==> src/rtl/mem_access_scheduler.sv <==
// Shared memory port scheduler: VGA read (priority), then round-robin over UART write,
// CPU data and CPU instruction fetch. One registered transaction at a time.
module mem_access_scheduler #(
    parameter int unsigned ADDR_W = 32,
    parameter int unsigned DATA_W = 32
) (
    input  logic              clk,
    input  logic              rst,
    input  logic [1:0]        VGA_state,
    input  logic              VGA_read,
    input  logic [ADDR_W-1:0] VGA_adr,
    output logic              VGA_ack,
    output logic [DATA_W-1:0] data_to_VGA,
    input  logic              UART_write,
    input  logic [ADDR_W-1:0] UART_adr,
    input  logic [DATA_W-1:0] data_from_UART,
    output logic              UART_ack,
    input  logic              CPU_instr_req,
    input  logic [ADDR_W-1:0] CPU_instr_adr,
    input  logic              CPU_read,
    input  logic              CPU_write,
    input  logic [ADDR_W-1:0] CPU_data_adr,
    input  logic [DATA_W-1:0] data_from_CPU,
    input  logic [3:0]        CPU_sel,
    output logic [DATA_W-1:0] instr_data_to_CPU,
    output logic [DATA_W-1:0] data_to_CPU,
    output logic              CPU_enable,
    output logic              mem_read,
    output logic              mem_write,
    output logic [ADDR_W-1:0] adr_to_mem,
    output logic [DATA_W-1:0] data_to_mem,
    output logic [3:0]        sel_to_mem,
    input  logic              mem_busy,
    input  logic [DATA_W-1:0] data_from_mem
);

    typedef enum logic [1:0] {StIdle, StIssue, StWait, StDone} state_e;
    typedef enum logic [1:0] {GntUart = 2'd0, GntData = 2'd1, GntInstr = 2'd2, GntVga = 2'd3} gnt_e;

    state_e            state_q, state_d;
    gnt_e              gnt_q, gnt_d;
    gnt_e              rr_q, rr_d;
    logic [ADDR_W-1:0] adr_q, adr_d;
    logic [DATA_W-1:0] wdata_q, wdata_d;
    logic [3:0]        sel_q, sel_d;
    logic              we_q, we_d;
    logic [DATA_W-1:0] vga_data_q, vga_data_d;
    logic [DATA_W-1:0] instr_data_q, instr_data_d;
    logic [DATA_W-1:0] cpu_data_q, cpu_data_d;
    logic              instr_done_q, instr_done_d;
    logic              data_done_q, data_done_d;

    logic       vga_req;
    logic [3:0] req;
    logic       found;
    gnt_e       pick;
    logic [2:0] rr_sum;
    logic [1:0] rr_idx;

    // CPU data waits for its pending fetch; a finished fetch is not re-granted until CPU_enable.
    assign vga_req = VGA_read && (VGA_state == 2'b10);
    assign req[0]  = UART_write;
    assign req[1]  = (CPU_read || CPU_write) && !(CPU_instr_req && !instr_done_q);
    assign req[2]  = CPU_instr_req && !instr_done_q;
    assign req[3]  = 1'b0;

    always_comb begin
        found  = 1'b0;
        pick   = GntUart;
        rr_sum = 3'd0;
        rr_idx = 2'd0;
        for (int unsigned i = 0; i < 3; i++) begin
            rr_sum = {1'b0, rr_q} + 3'(i);
            rr_idx = (rr_sum >= 3'd3) ? 2'(rr_sum - 3'd3) : rr_sum[1:0];
            if (!found && req[rr_idx]) begin
                found = 1'b1;
                pick  = gnt_e'(rr_idx);
            end
        end
    end

    always_comb begin
        state_d      = state_q;
        gnt_d        = gnt_q;
        rr_d         = rr_q;
        adr_d        = adr_q;
        wdata_d      = wdata_q;
        sel_d        = sel_q;
        we_d         = we_q;
        vga_data_d   = vga_data_q;
        instr_data_d = instr_data_q;
        cpu_data_d   = cpu_data_q;
        instr_done_d = instr_done_q;
        data_done_d  = data_done_q;
        unique case (state_q)
            StIdle: begin
                if (vga_req) begin
                    gnt_d   = GntVga;
                    adr_d   = VGA_adr;
                    sel_d   = 4'hF;
                    we_d    = 1'b0;
                    state_d = StIssue;
                end else if (found) begin
                    gnt_d   = pick;
                    rr_d    = (pick == GntInstr) ? GntUart : gnt_e'(pick + 2'd1);
                    state_d = StIssue;
                    unique case (pick)
                        GntUart: begin
                            adr_d   = UART_adr;
                            wdata_d = data_from_UART;
                            sel_d   = 4'hF;
                            we_d    = 1'b1;
                        end
                        GntData: begin
                            adr_d   = CPU_data_adr;
                            wdata_d = data_from_CPU;
                            sel_d   = CPU_sel;
                            we_d    = CPU_write;
                        end
                        default: begin
                            adr_d       = CPU_instr_adr;
                            sel_d       = 4'hF;
                            we_d        = 1'b0;
                            data_done_d = !(CPU_read || CPU_write);
                        end
                    endcase
                end
            end
            StIssue: begin
                if (mem_busy) state_d = StWait;
            end
            StWait: begin
                if (!mem_busy) begin
                    state_d = StDone;
                    unique case (gnt_q)
                        GntVga:   vga_data_d   = data_from_mem;
                        GntInstr: instr_data_d = data_from_mem;
                        GntData:  if (!we_q) cpu_data_d = data_from_mem;
                        default:  ;
                    endcase
                end
            end
            default: begin
                state_d = StIdle;
                if (gnt_q == GntInstr) begin
                    instr_done_d = !data_done_q;
                    if (data_done_q) data_done_d = 1'b0;
                end else if (gnt_q == GntData) begin
                    data_done_d = !instr_done_q;
                    if (instr_done_q) instr_done_d = 1'b0;
                end
            end
        endcase
    end

    always_ff @(posedge clk or posedge rst) begin
        if (rst) begin
            state_q      <= StIdle;
            gnt_q        <= GntUart;
            rr_q         <= GntUart;
            adr_q        <= '0;
            wdata_q      <= '0;
            sel_q        <= '0;
            we_q         <= 1'b0;
            vga_data_q   <= '0;
            instr_data_q <= '0;
            cpu_data_q   <= '0;
            instr_done_q <= 1'b0;
            data_done_q  <= 1'b0;
        end else begin
            state_q      <= state_d;
            gnt_q        <= gnt_d;
            rr_q         <= rr_d;
            adr_q        <= adr_d;
            wdata_q      <= wdata_d;
            sel_q        <= sel_d;
            we_q         <= we_d;
            vga_data_q   <= vga_data_d;
            instr_data_q <= instr_data_d;
            cpu_data_q   <= cpu_data_d;
            instr_done_q <= instr_done_d;
            data_done_q  <= data_done_d;
        end
    end

    // Strobes and acks decode from state so an async reset drops them at once.
    assign mem_read          = (state_q == StIssue) && !we_q;
    assign mem_write         = (state_q == StIssue) && we_q;
    assign adr_to_mem        = adr_q;
    assign data_to_mem       = wdata_q;
    assign sel_to_mem        = sel_q;
    assign VGA_ack           = (state_q == StDone) && (gnt_q == GntVga);
    assign UART_ack          = (state_q == StDone) && (gnt_q == GntUart);
    assign CPU_enable        = (state_q == StDone) &&
                               (((gnt_q == GntInstr) && data_done_q) ||
                                ((gnt_q == GntData) && instr_done_q));
    assign data_to_VGA       = vga_data_q;
    assign instr_data_to_CPU = instr_data_q;
    assign data_to_CPU       = cpu_data_q;

endmodule

==> config.mk <==
export PLATFORM = sky130hd
export DESIGN_NAME = mem_access_scheduler
export DESIGN_NICKNAME = d
export VERILOG_FILES = /design/src/rtl/mem_access_scheduler.sv
export SDC_FILE = /design/constraint.sdc
export NUM_CORES = 1
export LEC_CHECK = 0
export ABC_AREA = 0
export CORE_AREA = 2 2 160 162
export DETAILED_ROUTE_END_ITERATION = 16
export DIE_AREA = 0 0 162 164
export PLACE_DENSITY_LB_ADDON = 0.15
export SLEW_MARGIN = 10
export SYNTH_ARGS = -nofsm -noshare
export SYNTH_HDL_FRONTEND = slang
export SYNTH_SLANG_ARGS = --single-unit
==> constraint.sdc <==
create_clock -name clk -period 12.53 [get_ports clk]
set_input_delay 2.506 -clock clk [delete_from_list [all_inputs] [get_ports clk]]
set_output_delay 2.506 -clock clk [all_outputs]
set_load 0.02 [all_outputs]
==> results.txt <==
Via count = 6,513
Largest net degree at the start of global routing = 97
Max Fclk = 0.2112 GHz
CTS tree = yes
Hold Fails Final Rpt = 0
Area Growth Syn to Fin = 61.73%
Routed Antenna Nets = 0
Largest cells by area after synthesis = dfrtp_1 (54%), mux2_2 (19%), mux2_1 (3.8%)
First-pass GRT wire length = 37,610 microns
Clock slew at the register clock pins of the worst setup and hold paths = 70 ps
DP Cell Count = 1,339
Synth Instances = 640
Sink Count = 173
Max-slew headroom = 0.2694
Post_cts resized = 0
Syn Std Cell Area = 8026 sq um
Chip Height = 164 microns
Cts bufs inserted = 17
RSZ-0062 raised after global routing = false
Largest area contributor in the netlist = dfrtp_1
P_leak = 5.351 nW
Vias in the first global route = 6,784
Dpl hpwl = 17,920 microns
Critical Path RT = 12,800 ps
Row count = 58
RD Place Congestion = 0.7931
PwrDens = 257.6 nW/um^2
Total power = 3.345 mW
Synth cell types = 42
IO Port Bufs = 406
Synth Net Count = 889
Top Ports = 407
Status = completed
DR iter-0 viols = 320
CTS root buffer = clkbuf_16
Final setup fails = 0
Worst-margin pin slew = 1096 ps
Drt wl/cell = 17.75 microns
Mean number of vias per cell = 4.747
Kind of critical path = input pin to flip-flop
Flops & latches, synth = 173
Clock latency on the worst-skew pair = 420 ps
Final WL = 24,360 microns
Peak supply drop = 0.1277 mV
Hold WS = 474.7 ps
Setup tns final = 0 ps
Tot GR Track Use = 0.1815
H-tree levels = 4
First-pass DRT Iterations = 4
Synth warnings = 0
Hold Buf Count CTS = 0
Top-area cell type share of the netlist area = 0.5394
Sequential cell area fraction in the yosys report = 0.5394
Layout cells sized above 1 = 0.1748
Fin crit share = 0.3779
Setup Skew = 16.82 ps
CP Capture Type = flip-flop
Grt ovf = 0
Fin crit period = 4735 ps
Critical path arrival = 5010 ps
Max cap viols = 0
Non-filler cells, final = 1,372
Die area = 26,570 sq um
Final core occ = 0.5230
Crit-path max FO = 32
Nets = 1,277
DR DRC count = 0
Syn_area_per_cell = 12.54 sq um
Initial antenna violation count = 1
Core Area = 24,820 sq um
Hold Crit Class = flip-flop to flip-flop
Clock Path Buffers = 2
Die Wd = 162 microns
Critical Path Source Type = input pin
Post-CTS Setup Bufs = 0
Final Slew Violations = 0
Fillcell total = 2,247
Initial Util = 0.3234
final cells by class:
cell class	count	area, sq um	share of cell area
Clock buffer	17	425.4	0.03277
Clock inverter	15	168.9	0.01301
Multi-Input combinational cell	416	3498	0.2695
Timing Repair Buffer	412	4109	0.3165
Sequential cell	173	4329	0.3335
Antenna cell	1	2.502	0.0001928
Tap cell	330	412.9	0.03181
Inverter	8	35.03	0.002699
final timing paths:
path / from / to / slack [ps] / cells past startpoint
min in group asynchronous: rst / data_to_mem[3] / 2660 / 2
max reg2reg: rr_q[0] / data_to_mem[27] / 9500 / 7
max in group asynchronous: rst / data_to_VGA[10] / 8360 / 3
max: CPU_instr_req / adr_to_mem[30] / 7790 / 7
min reg2reg: adr_to_mem[30] / adr_to_mem[30] / 470 / 2
min: adr_to_mem[30] / adr_to_mem[30] / 470 / 2
cell families after synthesis:
family | after synthesis | synth area share
AOI/OAI and AO/OA | 126 | 0.1228
adders and majority gates | 11 | 0.01715
buffers and inverters | 51 | 0.02837
DFF | 173 | 0.5394
muxes | 162 | 0.2271
and+or+nand+nor | 117 | 0.06516
synth_stat cells:
cell type / instances
nor3b_1: 2
o21ai_1: 1
o31ai_1: 35
a32o_1: 1
and2_1: 3
nor2b_1: 6
a31oi_1: 1
or3_1: 2
ha_1: 11
dfrtp_1: 173
o21ai_0: 5
buf_1: 9
mux2_2: 134
and3b_1: 1
nor3_2: 1
a211oi_1: 35
o31a_1: 1
a211o_1: 1
nor3_1: 3
nor4_1: 1
buf_4: 2
or2_2: 1
a22oi_1: 2
nor2_1: 44
buf_6: 3
nand2b_1: 7
mux2_1: 27
clkbuf_2: 1
nand2_1: 44
o32a_1: 3
nand3b_1: 1
inv_1: 8
o22ai_1: 2
a21oi_1: 4
a21boi_0: 1
buf_2: 4
or3_4: 1
mux2i_1: 1
o31ai_4: 1
a22o_1: 32
o211a_1: 1
clkbuf_1: 24
critical path, cell delays in order:
cell and delay, ps:
clkdlybuf4s50_1 430, nand2b_1 240, a211oi_1 90, or3_4 420
o211a_1 660, a211oi_1 540, o31ai_1 100
power breakdown:
group / leakage [nW] / total (mW) / internal, mW / switching (mW)
clock network: 0.293 / 0.528 / 0.270 / 0.259
registers: 2.10 / 0.976 / 0.837 / 0.139
logic: 2.96 / 1.84 / 0.921 / 0.919
sequential cells by signal (all words and copies together), names as in the netlist:
signal,cells
adr_to_mem,32
data_to_CPU,32
data_to_VGA,32
data_to_mem,32
instr_data_to_CPU,32
sel_to_mem,4
gnt_q,2
rr_q,2
state_q,2
data_done_q,1
instr_done_q,1
we_q,1
per-stage QoR:
step,setup WS (ps),area [sq um]
after global routing,7561,12980
after floorplan,5336,8026
final,7795,12980
after CTS,7780,12980
after global placement,7368,12380
after detailed placement,7322,12380
routing by layer:
| metal | track usage | vias to the layer above | share of wire |
|---|---|---|---|
| met4 | 0.04948 | 0 | 0.014 |
| li1 | - | 3126 | - |
| met2 | 0.3191 | 248 | 0.50 |
| met5 | 0 | - | 0 |
| met3 | 0.05025 | 22 | 0.073 |
| met1 | 0.2187 | 3117 | 0.41 |
layout by cell type, fill, tap and decap left out, types with 2 or more instances in the layout:
| cell type | instances |
|---|---|
| nor2_1 | 42 |
| nor3b_1 | 2 |
| ha_1 | 11 |
| a22oi_1 | 2 |
| o32a_1 | 3 |
| nor2_4 | 2 |
| o21ai_0 | 5 |
| nand2_1 | 44 |
| o22ai_1 | 2 |
| o31ai_1 | 35 |
| clkbuf_16 | 17 |
| a21oi_1 | 4 |
| mux2_1 | 27 |
| buf_4 | 6 |
| clkinv_8 | 4 |
| inv_1 | 7 |
| inv_6 | 5 |
| mux2_2 | 134 |
| dfrtp_1 | 173 |
| clkdlybuf4s50_1 | 406 |
| nand2b_1 | 7 |
| nor2b_1 | 6 |
| nor3_1 | 2 |
| and2_1 | 3 |
| a211oi_1 | 35 |
| a22o_1 | 32 |
| clkinv_2 | 2 |
| inv_8 | 3 |
Power figures use the tool's default switching activity.
